<file path="src/rtl/multi_cycle_ctrl_pkg.sv">
// ============================================================================
// Module : multi_cycle_ctrl_pkg
// Brief  : Opcode, state, ALUOp and PCSrc encodings shared by the MulCPU control.
// Rev    : 1.0
// ============================================================================
`default_nettype none

package multi_cycle_ctrl_pkg;

  localparam logic [3:0] S_IF     = 4'd0;
  localparam logic [3:0] S_ID     = 4'd1;
  localparam logic [3:0] S_EXE_AL = 4'd2;
  localparam logic [3:0] S_EXE_BR = 4'd3;
  localparam logic [3:0] S_EXE_LS = 4'd4;
  localparam logic [3:0] S_MEM    = 4'd5;
  localparam logic [3:0] S_WB_AL  = 4'd6;
  localparam logic [3:0] S_WB_LD  = 4'd7;
  localparam logic [3:0] S_HALT   = 4'd8;

  localparam logic [5:0] OP_ADD   = 6'b000000;
  localparam logic [5:0] OP_SUB   = 6'b000001;
  localparam logic [5:0] OP_ADDI  = 6'b000010;
  localparam logic [5:0] OP_OR    = 6'b010000;
  localparam logic [5:0] OP_AND   = 6'b010001;
  localparam logic [5:0] OP_ORI   = 6'b010010;
  localparam logic [5:0] OP_SLL   = 6'b011000;
  localparam logic [5:0] OP_SLT   = 6'b100110;
  localparam logic [5:0] OP_SLTIU = 6'b100111;
  localparam logic [5:0] OP_SW    = 6'b110000;
  localparam logic [5:0] OP_LW    = 6'b110001;
  localparam logic [5:0] OP_BEQ   = 6'b110100;
  localparam logic [5:0] OP_BNE   = 6'b110101;
  localparam logic [5:0] OP_J     = 6'b111000;
  localparam logic [5:0] OP_JR    = 6'b111001;
  localparam logic [5:0] OP_JAL   = 6'b111010;
  localparam logic [5:0] OP_HALT  = 6'b111111;

  localparam logic [2:0] ALU_ADD  = 3'b000;
  localparam logic [2:0] ALU_SUB  = 3'b001;
  localparam logic [2:0] ALU_SLT  = 3'b010;
  localparam logic [2:0] ALU_SLTU = 3'b011;
  localparam logic [2:0] ALU_AND  = 3'b100;
  localparam logic [2:0] ALU_OR   = 3'b101;
  localparam logic [2:0] ALU_SLL  = 3'b110;

  localparam logic [1:0] PCS_NEXT   = 2'b00;
  localparam logic [1:0] PCS_BRANCH = 2'b01;
  localparam logic [1:0] PCS_JR     = 2'b10;
  localparam logic [1:0] PCS_JUMP   = 2'b11;

  localparam logic [1:0] DST_RA = 2'b00;
  localparam logic [1:0] DST_RT = 2'b01;
  localparam logic [1:0] DST_RD = 2'b10;

  function automatic logic is_jump(input logic [5:0] op);
    return (op == OP_J) || (op == OP_JAL) || (op == OP_JR);
  endfunction

  function automatic logic is_branch(input logic [5:0] op);
    return (op == OP_BEQ) || (op == OP_BNE);
  endfunction

  // Opcodes that take the EXE_AL/WB_AL path and really write a register.
  function automatic logic is_alu_write(input logic [5:0] op);
    case (op)
      OP_ADD, OP_SUB, OP_ADDI, OP_OR, OP_AND, OP_ORI,
      OP_SLL, OP_SLT, OP_SLTIU: return 1'b1;
      default:                  return 1'b0;
    endcase
  endfunction

  function automatic logic [2:0] alu_op_of(input logic [5:0] op);
    case (op)
      OP_SUB, OP_BEQ, OP_BNE: return ALU_SUB;
      OP_OR, OP_ORI:          return ALU_OR;
      OP_AND:                 return ALU_AND;
      OP_SLL:                 return ALU_SLL;
      OP_SLT:                 return ALU_SLT;
      OP_SLTIU:               return ALU_SLTU;
      default:                return ALU_ADD;
    endcase
  endfunction

endpackage

`default_nettype wire

</file>
<file path="src/rtl/multi_cycle_ctrl_decode.sv">
// ============================================================================
// Module : multi_cycle_ctrl_decode
// Brief  : Combinational decode of (state, opcode, zero) into datapath controls.
// Rev    : 1.0
// ============================================================================
`default_nettype none

module multi_cycle_ctrl_decode
  import multi_cycle_ctrl_pkg::*;
#(
  parameter int OP_W    = 6,
  parameter int ALUOP_W = 3
) (
  input  logic [3:0]         cur_state,
  input  logic               Reset,
  input  logic [OP_W-1:0]    opcode,
  input  logic               zero,
  output logic               PCWre,
  output logic [1:0]         PCSrc,
  output logic               IRWre,
  output logic               InsMemRW,
  output logic               ALUSrcA,
  output logic               ALUSrcB,
  output logic [ALUOP_W-1:0] ALUOp,
  output logic               ExtSel,
  output logic               mRD,
  output logic               mWR,
  output logic               DBDataSrc,
  output logic               RegWre,
  output logic               WrRegDSrc,
  output logic [1:0]         RegDst
);

  logic w_taken;

  assign w_taken = ((opcode == OP_BEQ) && zero) || ((opcode == OP_BNE) && !zero);

  always_comb begin
    PCWre     = 1'b0;
    PCSrc     = PCS_NEXT;
    IRWre     = 1'b0;
    InsMemRW  = 1'b0;
    ALUSrcA   = 1'b0;
    ALUSrcB   = 1'b0;
    ALUOp     = '0;
    ExtSel    = 1'b0;
    mRD       = 1'b0;
    mWR       = 1'b0;
    DBDataSrc = 1'b0;
    RegWre    = 1'b0;
    WrRegDSrc = 1'b0;
    RegDst    = DST_RA;
    // Reset masks everything so a stale state can never strobe memory or the PC.
    if (!Reset) begin
      ALUSrcA   = (opcode == OP_SLL);
      ALUSrcB   = (opcode == OP_ADDI) || (opcode == OP_ORI) || (opcode == OP_SLTIU) ||
                  (opcode == OP_LW)   || (opcode == OP_SW);
      ALUOp     = alu_op_of(opcode);
      ExtSel    = !((opcode == OP_ORI) || (opcode == OP_SLTIU));
      DBDataSrc = (opcode == OP_LW);
      WrRegDSrc = (opcode != OP_JAL);
      if (opcode == OP_JAL)
        RegDst = DST_RA;
      else if ((opcode == OP_ADDI) || (opcode == OP_ORI) ||
               (opcode == OP_SLTIU) || (opcode == OP_LW))
        RegDst = DST_RT;
      else
        RegDst = DST_RD;

      case (cur_state)
        S_IF: begin
          InsMemRW = 1'b1;
          IRWre    = 1'b1;
        end
        S_ID: begin
          if (is_jump(opcode)) begin
            PCWre  = 1'b1;
            PCSrc  = (opcode == OP_JR) ? PCS_JR : PCS_JUMP;
            RegWre = (opcode == OP_JAL);
          end
        end
        S_EXE_BR: begin
          PCWre = 1'b1;
          PCSrc = w_taken ? PCS_BRANCH : PCS_NEXT;
        end
        S_MEM: begin
          if (opcode == OP_LW) begin
            mRD = 1'b1;
          end else begin
            mWR   = 1'b1;
            PCWre = 1'b1;
          end
        end
        S_WB_AL: begin
          PCWre  = 1'b1;
          RegWre = is_alu_write(opcode);
        end
        S_WB_LD: begin
          PCWre  = 1'b1;
          RegWre = 1'b1;
        end
        default: ;
      endcase
    end
  end

endmodule

`default_nettype wire

</file>
<file path="src/rtl/multi_cycle_ctrl.sv">
// ============================================================================
// Module : multi_cycle_ctrl
// Brief  : MulCPU multi-cycle control FSM (IF/ID/EXE/MEM/WB) with state register.
// Rev    : 1.0
// ============================================================================
`default_nettype none

module multi_cycle_ctrl
  import multi_cycle_ctrl_pkg::*;
#(
  parameter int OP_W    = 6,
  parameter int ALUOP_W = 3
) (
  input  logic               CLK,
  input  logic               Reset,
  input  logic [OP_W-1:0]    opcode,
  input  logic               zero,
  output logic               PCWre,
  output logic [1:0]         PCSrc,
  output logic               IRWre,
  output logic               InsMemRW,
  output logic               ALUSrcA,
  output logic               ALUSrcB,
  output logic [ALUOP_W-1:0] ALUOp,
  output logic               ExtSel,
  output logic               mRD,
  output logic               mWR,
  output logic               DBDataSrc,
  output logic               RegWre,
  output logic               WrRegDSrc,
  output logic [1:0]         RegDst,
  output logic [3:0]         state
);

  logic [3:0] r_state;
  logic [3:0] w_next_state;

  always_ff @(posedge CLK) begin
    if (Reset)
      r_state <= S_IF;
    else
      r_state <= w_next_state;
  end

  always_comb begin
    w_next_state = S_IF;
    case (r_state)
      S_IF: w_next_state = S_ID;
      S_ID: begin
        if (is_jump(opcode))
          w_next_state = S_IF;
        else if (opcode == OP_HALT)
          w_next_state = S_HALT;
        else if (is_branch(opcode))
          w_next_state = S_EXE_BR;
        else if ((opcode == OP_LW) || (opcode == OP_SW))
          w_next_state = S_EXE_LS;
        else
          w_next_state = S_EXE_AL;
      end
      S_EXE_AL: w_next_state = S_WB_AL;
      S_EXE_BR: w_next_state = S_IF;
      S_EXE_LS: w_next_state = S_MEM;
      S_MEM:    w_next_state = (opcode == OP_LW) ? S_WB_LD : S_IF;
      S_WB_AL:  w_next_state = S_IF;
      S_WB_LD:  w_next_state = S_IF;
      S_HALT:   w_next_state = S_HALT;
      default:  w_next_state = S_IF;
    endcase
  end

  // While Reset is high the trace shows IF even before the first clock edge.
  assign state = Reset ? S_IF : r_state;

  multi_cycle_ctrl_decode #(
    .OP_W    (OP_W),
    .ALUOP_W (ALUOP_W)
  ) u_decode (
    .cur_state (r_state),
    .Reset     (Reset),
    .opcode    (opcode),
    .zero      (zero),
    .PCWre     (PCWre),
    .PCSrc     (PCSrc),
    .IRWre     (IRWre),
    .InsMemRW  (InsMemRW),
    .ALUSrcA   (ALUSrcA),
    .ALUSrcB   (ALUSrcB),
    .ALUOp     (ALUOp),
    .ExtSel    (ExtSel),
    .mRD       (mRD),
    .mWR       (mWR),
    .DBDataSrc (DBDataSrc),
    .RegWre    (RegWre),
    .WrRegDSrc (WrRegDSrc),
    .RegDst    (RegDst)
  );

endmodule

`default_nettype wire

</file>
<file path="config.mk">
export PLATFORM = sky130hd
export DESIGN_NAME = multi_cycle_ctrl
export DESIGN_NICKNAME = d
export VERILOG_FILES = /design/src/rtl/multi_cycle_ctrl_pkg.sv /design/src/rtl/multi_cycle_ctrl_decode.sv /design/src/rtl/multi_cycle_ctrl.sv
export SDC_FILE = /design/constraint.sdc
export NUM_CORES = 1
export LEC_CHECK = 0
export CELL_PAD_IN_SITES_DETAIL_PLACEMENT = 0
export CELL_PAD_IN_SITES_GLOBAL_PLACEMENT = 1
export CORE_MARGIN = 2
export CORE_UTILIZATION = 32
export DETAILED_ROUTE_END_ITERATION = 16
export PLACE_DENSITY_LB_ADDON = 0.05
export RECOVER_POWER = 50
export SETUP_SLACK_MARGIN = 0.4
export SYNTH_ARGS = -nofsm -noshare
export SYNTH_HDL_FRONTEND = slang
export SYNTH_HIERARCHICAL = 1
export SYNTH_SLANG_ARGS = --single-unit
</file>
<file path="constraint.sdc">
create_clock -name CLK -period 3.35 [get_ports CLK]
set_clock_uncertainty 0.2 [all_clocks]
set_input_delay 0.5025 -clock CLK [delete_from_list [all_inputs] [get_ports CLK]]
set_output_delay 0.5025 -clock CLK [all_outputs]
set_load 0.005 [all_outputs]
</file>
==> results.toml <==
[run_status]
status = "finished, final reports clean"

[timing]
timing.final.max_slew_violations = 0
timing.fmax_mhz = 338
maxSlewHeadroom_pct = 65.3
final_hold_viols = 0
post-route-min-period_ps = 2960
finalSetupTns_ps = 0
fin_worst_hold_slack_ps = 395
setup_repair_after_global_routing_missed_its_margin = "false"
finalSetupViolations = 0
tightest_slew_ps = 516
fin_crit_sh_pct = 88.3

[setup_path]
critPathSlowestCell = "sky130_fd_sc_hd__dlygate4sd3_1"
critical_path.startpoint_type = "input pin"
cp_top_family = "buffers and inverters"
critical_path_data_required_time_ps = 2650
crit_path_capture_type = "primary output"
cp_max_fo = 8
path_buf_inv = 3
critical_path_arrival_ps = 2260
cp_num_cells = 6
ordered_list_of_cells_on_the_worst_path = "dlygate4sd3_1 > buf_4 > nor2_1 > nand3_1 > nor3_2 > clkdlybuf4s50_1"
reg2reg_depth = 3
cp_slowest_stage_delay_ps = 580
type_of_the_setup_path_with_the_least_slack = "input pin to primary output"

[detailed_routing]
vias = 964
final_antenna_net_count = 0
route.detailed.wl_per_inst_um = 13.5
drt-pass1-iter-count = 4
dr.max_layer_used = "met4"
met2RoutedLength_um = 1080
first_iter_violations = 10
route.final.wire_length_um = 2290
routed_length_on_met3_um = 124
routedLengthMet1_um = 1070
drcViolationCount = 0
vias_per_cell = 5.70

[clock_network]
clock-root-buffer = "sky130_fd_sc_hd__clkbuf_4"
tritoncts_num_sinks = 4
buffers_inserted_by_post_cts_timing_repair = 0
cts_htree_levels = 1
worstSkewPairLatency_ps = 240
cts_tree = "done"
cts.hold.buffers_added = 0
cts_made_buffers = 3
clk_pin_slew_ps = 40
cts-root-to-sink-buffers = 2

[power]
leakage_nw = 0.440
sw_power_w = 0.0000925
power_switching_share_pct = 37.4
share_clk_of_total_power_pct = 23.8
power.sequential.fraction_pct = 30.4
combinationalPowerShare_pct = 45.7
irDropWorstVdd_mv = 0.198
powerDensity_mw_per_mm2 = 213
internal-power_w = 0.000155

[logic_synthesis]
synthesis.nets = 117
yosys.cell_types.count = 46
ys_async_sr_fraction_pct = 0
edff_count_synth = 0
yosys_warnings = 6
synth.avg_cell_area_um2 = 7.17
synth_seq_cells = 4
synthCells = 108
cell_area_after_synthesis_um2 = 774
synth-seq-area-share_pct = 10.3
dominantRegCellSynth = "sky130_fd_sc_hd__dfxtp_1"

[final_layout]
largest_register = "r_state"
fin_util_pct = 51.4
multi_input_area_um2 = 651
instances_no_fill = 169
final_net_count = 152
antenna_cells = 0
ff_latch_area_um2 = 80.1
layout_fillers = 254
area_growth_syn_to_layout_pct = 49.8
largest_register_ff_count = 4
top_regs = "r_state (4)"
drive_gt1_share_pct = 19.1

[placement]
finalWeightedCongestion = 0.773
place_inst = 166
estimated_wirelength_of_the_detail_placed_design_um = 1710
numPortBuffers = 30

[floorplan]
chipWidth_um = 53.2
initial_utilization_pct = 34.4
dieHeight_um = 53.2
floorplan.die_area_mm2 = 0.00283
fp-row-count = 17
core_footprint_mm2 = 0.00225
io_pins = 31

[worst_hold_path]
hold_path_class = "register to register"
timing.hold.worst_path_depth = 2

[global_routing]
overflow = 0
grt_pass1_vias = 807
grt_first_pass_wirelength_um = 3730
grt_antenna_before_repair = 0
maximum_number_of_pins_on_one_net_before_global_route_repair = 17
grtUsageTotal_pct = 17.8

[flow_run]
maxCapViolations = 0
==> power groups by stage <==
stage / clock [W] / sequential, W / combinational [W]
4_1_cts: 0.0000623 / 0.0000754 / 0.000116
2_1_floorplan: 0 / 0.0000691 / 0.0000649
6_report: 0.0000589 / 0.0000752 / 0.000113
3_5_place_dp: 0 / 0.0000758 / 0.000115
5_1_grt: 0.0000662 / 0.0000768 / 0.000125
3_3_place_gp: 0 / 0.0000761 / 0.000114
==> final timing paths <==
kind | start | endpoint | slack [ps]
max | Reset | mWR | 390
min | r_state[3] | r_state[3] | 390
max reg2reg | r_state[0] | r_state[3] | 1450
min reg2reg | r_state[3] | r_state[3] | 390
==> cell families (layout without fill, tap and decap cells) <==
| logic type | Yosys count | count (layout) | synth area share [%] |
|---|---|---|---|
| simple gates | 61 | 61 | 50.7 |
| compound gates | 31 | 31 | 30.5 |
| buf+inv | 12 | 45 | 8.40 |
| flops | 4 | 4 | 10.3 |
==> worst register-to-register path, stage by stage (launching register included) <==
cell and delay, ps:
sky130_fd_sc_hd__dfxtp_1 560, sky130_fd_sc_hd__inv_2 110, sky130_fd_sc_hd__or4_4 540, sky130_fd_sc_hd__a2111oi_0 380
==> layer usage <==
layer	vias up	global-route usage (%)
met1	440	24.4
met4	0	6.41
met5	-	0
met2	35	27.5
met3	2	3.39
li1	487	-
==> placed cells by master, fill, tap and decap left out, types with 4 or more instances in the layout <==
| cell type | synthesis | final |
|---|---|---|
| sky130_fd_sc_hd__nand3_1 | 4 | 4 |
| sky130_fd_sc_hd__nor2_1 | 9 | 9 |
| sky130_fd_sc_hd__o21ai_0 | 4 | 4 |
| sky130_fd_sc_hd__and3b_1 | 4 | 4 |
| sky130_fd_sc_hd__buf_4 | 2 | 6 |
| sky130_fd_sc_hd__dlygate4sd3_1 | 0 | 6 |
| sky130_fd_sc_hd__a21oi_1 | 4 | 4 |
| sky130_fd_sc_hd__dlygate4sd2_1 | 0 | 5 |
| sky130_fd_sc_hd__nor2b_1 | 9 | 8 |
| sky130_fd_sc_hd__dfxtp_1 | 4 | 4 |
| sky130_fd_sc_hd__a211oi_1 | 4 | 4 |
| sky130_fd_sc_hd__clkdlybuf4s50_1 | 0 | 17 |
| sky130_fd_sc_hd__nand2_1 | 6 | 6 |
==> layout make-up <==
type,instances,area share [%]
multi-input combinational,92,56.1
timing repair buffer,38,30.7
sequential,4,6.90
tap,28,3.02
clock buffer,3,1.94
inverter,4,1.29
==> Yosys cell counts (2+ instances only) <==
cell type | n | area, um^2
sky130_fd_sc_hd__nand2b_1 | 3 | 18.8
sky130_fd_sc_hd__inv_1 | 3 | 11.3
sky130_fd_sc_hd__dfxtp_1 | 4 | 80.1
sky130_fd_sc_hd__a31oi_1 | 2 | 12.5
sky130_fd_sc_hd__and3b_1 | 4 | 35.0
sky130_fd_sc_hd__nand3b_1 | 3 | 22.5
sky130_fd_sc_hd__a32oi_1 | 2 | 17.5
sky130_fd_sc_hd__a21oi_1 | 4 | 20.0
sky130_fd_sc_hd__o211ai_1 | 3 | 22.5
sky130_fd_sc_hd__buf_4 | 2 | 15.0
sky130_fd_sc_hd__nand2_1 | 6 | 22.5
sky130_fd_sc_hd__nor4_1 | 2 | 12.5
sky130_fd_sc_hd__nor3b_1 | 4 | 30.0
sky130_fd_sc_hd__nand3_1 | 4 | 20.0
sky130_fd_sc_hd__o2111ai_1 | 2 | 17.5
sky130_fd_sc_hd__and4b_1 | 2 | 20.0
sky130_fd_sc_hd__a2111oi_0 | 2 | 17.5
sky130_fd_sc_hd__nor3_1 | 3 | 15.0
sky130_fd_sc_hd__a211oi_1 | 4 | 30.0
sky130_fd_sc_hd__buf_2 | 3 | 15.0
sky130_fd_sc_hd__or4_4 | 2 | 22.5
sky130_fd_sc_hd__o21ai_0 | 4 | 20.0
sky130_fd_sc_hd__nor2b_1 | 9 | 56.3
sky130_fd_sc_hd__nor2_1 | 9 | 33.8
==> timing repair <==
item / in CTS / in global routing
pin swaps: 2 / 1
setup endpoints to repair: 16 / 12
gates resized for setup: 15 / 7
endpoints found under the hold margin: 0 / 0
==> through the flow <==
stage	total power, W	instance area [um^2]	worst slack (ps)
floorplan	0.000134	774	1170
finish	0.000247	1160	392
global placement	0.000190	1120	151
CTS	0.000253	1160	417
detailed placement	0.000190	1120	135
global route	0.000268	1160	281
No activity file was read; power rests on OpenSTA's default activity.
